[src/rtl/mem_initiator.sv]
// Single-outstanding load/store initiator bridging a request/response port to
// a memory/IO bus, with sub-word extraction and read-modify-write merging.
module mem_initiator #(
  parameter logic [31:0] IO_BASE = 32'hFFFFFC00,
  parameter int unsigned MEM_LAT = 1
) (
  input  logic        clk,
  input  logic        rst,
  input  logic        req_valid,
  output logic        req_ready,
  input  logic        req_we,
  input  logic [1:0]  req_size,
  input  logic        req_unsigned,
  input  logic [31:0] req_addr,
  input  logic [31:0] req_wdata,
  output logic        resp_valid,
  output logic [31:0] resp_rdata,
  output logic        resp_err,
  output logic [31:0] caddress,
  output logic [31:0] wdata,
  output logic        MemRead,
  output logic        MemWrite,
  output logic        IORead,
  output logic        IOWrite,
  output logic        switchread,
  output logic        ledwrite,
  input  logic [31:0] rdata
);

  typedef enum logic [1:0] {IDLE, RD, WR, RESP} state_e;

  state_e      state_q;
  logic [31:0] addr_q, wdata_q, resp_rdata_q;
  logic [1:0]  size_q;
  logic        we_q, uns_q, io_q;
  logic [3:0]  cnt_q;
  logic        mem_rd_q, mem_wr_q, io_rd_q, io_wr_q, rvalid_q, rerr_q;

  logic        req_io, req_mis, req_sub;
  logic [7:0]  byte_sel;
  logic [15:0] half_sel;
  logic [31:0] load_val, merged;

  always_comb begin
    req_io   = (req_addr >= IO_BASE);
    req_mis  = (req_size == 2'b01 && req_addr[0]) ||
               (req_size[1] && req_addr[1:0] != 2'b00);
    req_sub  = ~req_size[1];
    byte_sel = rdata[{addr_q[1:0], 3'b000} +: 8];
    half_sel = rdata[{addr_q[1], 4'b0000} +: 16];
    if (io_q || size_q[1])
      load_val = rdata;
    else if (size_q[0])
      load_val = {{16{half_sel[15] & ~uns_q}}, half_sel};
    else
      load_val = {{24{byte_sel[7] & ~uns_q}}, byte_sel};
    // Only meaningful for sub-word memory stores: new lane over the sampled word.
    merged = rdata;
    if (size_q[0])
      merged[{addr_q[1], 4'b0000} +: 16] = wdata_q[15:0];
    else
      merged[{addr_q[1:0], 3'b000} +: 8] = wdata_q[7:0];
  end

  always_ff @(posedge clk) begin
    if (rst) begin
      state_q      <= IDLE;
      addr_q       <= '0;
      wdata_q      <= '0;
      resp_rdata_q <= '0;
      size_q       <= '0;
      we_q         <= 1'b0;
      uns_q        <= 1'b0;
      io_q         <= 1'b0;
      cnt_q        <= '0;
      mem_rd_q     <= 1'b0;
      mem_wr_q     <= 1'b0;
      io_rd_q      <= 1'b0;
      io_wr_q      <= 1'b0;
      rvalid_q     <= 1'b0;
      rerr_q       <= 1'b0;
    end else begin
      case (state_q)
        IDLE: if (req_valid) begin
          addr_q <= req_addr;
          size_q <= req_size;
          we_q   <= req_we;
          uns_q  <= req_unsigned;
          io_q   <= req_io;
          if (req_we) wdata_q <= req_wdata;
          if (req_mis) begin
            state_q  <= RESP;
            rvalid_q <= 1'b1;
            rerr_q   <= 1'b1;
          end else if (req_we && (req_io || !req_sub)) begin
            state_q <= WR;
            if (req_io) io_wr_q <= 1'b1;
            else        mem_wr_q <= 1'b1;
          end else begin
            state_q <= RD;
            cnt_q   <= 4'(MEM_LAT - 1);
            if (req_io) io_rd_q <= 1'b1;
            else        mem_rd_q <= 1'b1;
          end
        end
        RD: begin
          if (cnt_q == '0) begin
            mem_rd_q <= 1'b0;
            io_rd_q  <= 1'b0;
            if (we_q) begin
              wdata_q  <= merged;
              mem_wr_q <= 1'b1;
              state_q  <= WR;
            end else begin
              resp_rdata_q <= load_val;
              rvalid_q     <= 1'b1;
              rerr_q       <= 1'b0;
              state_q      <= RESP;
            end
          end else begin
            cnt_q <= cnt_q - 4'd1;
          end
        end
        WR: begin
          mem_wr_q <= 1'b0;
          io_wr_q  <= 1'b0;
          rvalid_q <= 1'b1;
          rerr_q   <= 1'b0;
          state_q  <= RESP;
        end
        RESP: begin
          rvalid_q <= 1'b0;
          rerr_q   <= 1'b0;
          state_q  <= IDLE;
        end
        default: state_q <= IDLE;
      endcase
    end
  end

  assign req_ready  = (state_q == IDLE);
  assign resp_valid = rvalid_q;
  assign resp_err   = rerr_q;
  assign resp_rdata = resp_rdata_q;
  assign caddress   = io_q ? addr_q : {addr_q[31:2], 2'b00};
  assign wdata      = wdata_q;
  assign MemRead    = mem_rd_q;
  assign MemWrite   = mem_wr_q;
  assign IORead     = io_rd_q;
  assign switchread = io_rd_q;
  assign IOWrite    = io_wr_q;
  assign ledwrite   = io_wr_q;

endmodule

[config.mk]
export PLATFORM = sky130hd
export DESIGN_NAME = mem_initiator
export DESIGN_NICKNAME = d
export VERILOG_FILES = /design/src/rtl/mem_initiator.sv
export SDC_FILE = /design/constraint.sdc
export NUM_CORES = 1
export LEC_CHECK = 0
export CAP_MARGIN = 25
export CORE_MARGIN = 5
export CORE_UTILIZATION = 25
export DETAILED_ROUTE_END_ITERATION = 8
export DONT_BUFFER_PORTS = 1
export PLACE_DENSITY_LB_ADDON = 0.15
export SLEW_MARGIN = 15
export SYNTH_ARGS = -nofsm -noshare
export SYNTH_HDL_FRONTEND = slang
export SYNTH_SLANG_ARGS = --single-unit
[constraint.sdc]
create_clock -name clk -period 2.9 [get_ports clk]
set_clock_uncertainty 0.15 [all_clocks]
set_input_delay 0.87 -clock clk [delete_from_list [all_inputs] [get_ports clk]]
set_output_delay 0.87 -clock clk [all_outputs]
set_load 0.01 [all_outputs]
==> metrics.txt <==
status=finished clean; CTS tree=yes; max-cap viol count=0; Avg Synthesized Cell Area=7.86 µm²; Psw=0.00306 W; Slew Viols, Final=0; clock group share of total power=0.274; synth cell count leaders=146 x nand2_1, 113 x dfxtp_1, 75 x a21oi_1; crit path DAT=2.67 ns; CTS H-tree lvls=4; M3 GR Usage=0.0744; reg2reg start=state_q[1]; Fmax achieved=403 MHz; #FFs+latches synth=113; most common cell in the synthesized netlist=nand2_1; Area Growth Syn to Fin=10.6%; WP buf/inv=2; Global Route met2 Usage=0.256; Ant. Diodes=0; R2R cell count=7; die width=165 µm; Routed WL per cell=21.2 µm; post-synthesis sequential area ratio=0.378; maximum vdd drop=0.362 mV; antenna-violating nets left=0; GR peak layer=met2; RSZ-0062 raised after global routing=false; Static Leak=2.21 nW; vias per cell=5.17; Hold Violations, Final=0; Root Driver=clkbuf_16; Initial Utilization=0.254; Post-synth EDFFs=0; initial antenna violation count=0; Async SR Flop Fraction=0; vias in the first global route=5190; post-synthesis instance total=762; PD cells=1100 nW/µm²; Slew @ Worst Pin=0.694 ns; DPL Wire Length=16.7 mm; min-delay src=cnt_q[1]; Sw Share=0.422; Slowest-stage cell, CP=nor2b_1; Final nets=823; reg2reg end=resp_rdata[6]; share of power burned in combinational logic=0.336; slowest stage delay, CP=0.44 ns; Crit path max-delay family=simple AND/OR/NAND/NOR gates; Initial DRT Pass Iterations=5; most area-hungry cell type in the Yosys netlist=dfxtp_1; Ys Warns=0; Synth top area share=0.378; Hold Path Stages=2; Area contributors post-synth=dfxtp_1 38%, nand2_1 9.2%, a21oi_1 6.3%; endpoints failing setup=0; initial drt markers=428; worst path required time=3.09 ns; chip height=165 µm; total track usage=0.159; # IOs=208; max_slew headroom=0.535; # rows=56; fin crit share=0.855; Post-Syn Area=5990 µm²; Port-buffer cells=0; first-pass GRT wire length=32.7 mm; R2R Setup Slk=0.42 ns; Syn Nets=875; clock transition at the registers of the reported paths=0.06 ns; post-CTS setup buffers=0; Post-Route WL=22.1 mm; global placer's final weighted congestion=0.810; Crit. End Element=flip-flop; layout cells sized above 1=0.0830; Sequential Power Share=0.390; placed insts=1010; Hold Crit Class=flip-flop to flip-flop; Clock Tree Buf Depth=2; Finished Layout Cells=1042; die area=27100 µm²; min Tclk post-route=2.48 ns; internal power=0.00420 W; later-pin clock latency in the skew report=0.42 ns; Worst Hold Path EP=cnt_q[1]; core area=23500 µm²; main flop type after synthesis=dfxtp_1; CTS-repair resized insts=0; Vias=5389; Yosys cell types=55; hold buffers post-CTS=0; DRC=0; largest net degree at the start of global routing=118; CP max FO=33; total grt overflow=0; Critical Path Start Type=flip-flop; critical path, cell by cell=inv_1 -> ha_1 -> nor2b_1 -> and2_1 -> buf_4 -> o221ai_1 -> a21oi_1; TNS Setup=0 ns; met1 global-route usage=0.185; Crit Path Category=flip-flop to flip-flop; Inserted Clock Buffers=17; total clock sinks=113
==> state kept, by name (all words and copies together), names as in the netlist <==
signal      flops
MemRead         1
we_q            1
IOWrite         1
size_q          2
IORead          1
MemWrite        1
io_q            1
resp_valid      1
uns_q           1
cnt_q           4
resp_rdata     32
addr_q         32
wdata          32
resp_err        1
state_q         2
==> worst register-to-register path, delay by kind of cell (launching register included) <==
family | cells | cell delay [ns]
AO/OA/AOI/OAI | 2 | 0.39
adder cells (fa/ha/maj) | 1 | 0.35
buffers and inverters | 2 | 0.44
flip-flops | 1 | 0.33
AND/OR/NAND/NOR | 2 | 0.75
==> per-stage QoR <==
stage                     total power (W)  cell area, µm²  hold WS (ns)   util  worst slack (ns)
after floorplan                   0.00466            5990         0.287      -             0.426
after global routing              0.00783            6620         0.349  0.281             0.122
after detailed placement          0.00535            6060         0.326  0.258             0.409
after CTS                         0.00738            6620         0.336  0.281             0.387
after global placement            0.00530            6060         0.311  0.258             0.399
final                             0.00727            6620         0.337  0.281             0.419
==> placed cells by master (no fill, tap or decap), types with 7 or more instances in the layout <==
cell       Yosys  layout
o211ai_1      20      20
and2_1         7       7
a211oi_1      39      39
nor2b_1       13      13
ha_1          10      10
a311oi_1      11      11
mux2i_1       22      22
nor2_1        62      62
nand2_1      146     146
buf_4         32      18
clkbuf_16      0      17
dfxtp_1      113     113
nand4_1        7       7
inv_1         17      17
a31oi_1       16      16
or3_1         10      10
nor3_1        13      13
a22oi_1       12      12
a21oi_1       75      75
a221oi_1      19      19
==> kinds of logic after synthesis <==
family          Yosys count  share of synthesized area
fa+ha+maj                10                     0.0209
mux                      25                     0.0443
flops                   113                      0.378
buf+inv                 108                     0.0909
compound gates          223                      0.254
simple gates            283                      0.212
==> per-layer routing <==
metal / vias up / share of wire
met5: - / 0
met4: 0 / 0.016
met3: 23 / 0.12
met2: 212 / 0.48
met1: 2544 / 0.39
li1: 2610 / -
==> final cells by class <==
class | instances | area (µm²)
Clock buffer | 19 | 443
Fill cell | 2610 | 16900
Clock inverter | 13 | 113
Timing Repair Buffer | 19 | 155
Inverter | 18 | 67.6
Sequential cell | 113 | 2260
Tap cell | 319 | 399
Multi-Input combinational cell | 541 | 3180
==> worst max path at each step <==
stage                       from             to  depth (start not counted)
floorplan                 req_we      wdata[30]                          7
CTS                   state_q[1]  resp_rdata[6]                          7
detailed placement  req_addr[16]       MemWrite                          6
global placement    req_addr[16]       MemWrite                          6
global route          state_q[1]  resp_rdata[6]                          7
finish                state_q[1]  resp_rdata[6]                          7
==> power groups by stage <==
stage                     Sequential, W  Combinational, W  Clock, W
after floorplan                 0.00258           0.00208         0
after global placement          0.00289           0.00240         0
after detailed placement        0.00290           0.00244         0
after CTS                       0.00287           0.00246   0.00205
after global routing            0.00293           0.00277   0.00212
final                           0.00283           0.00244   0.00199
(Power assumes the default switching activity.)
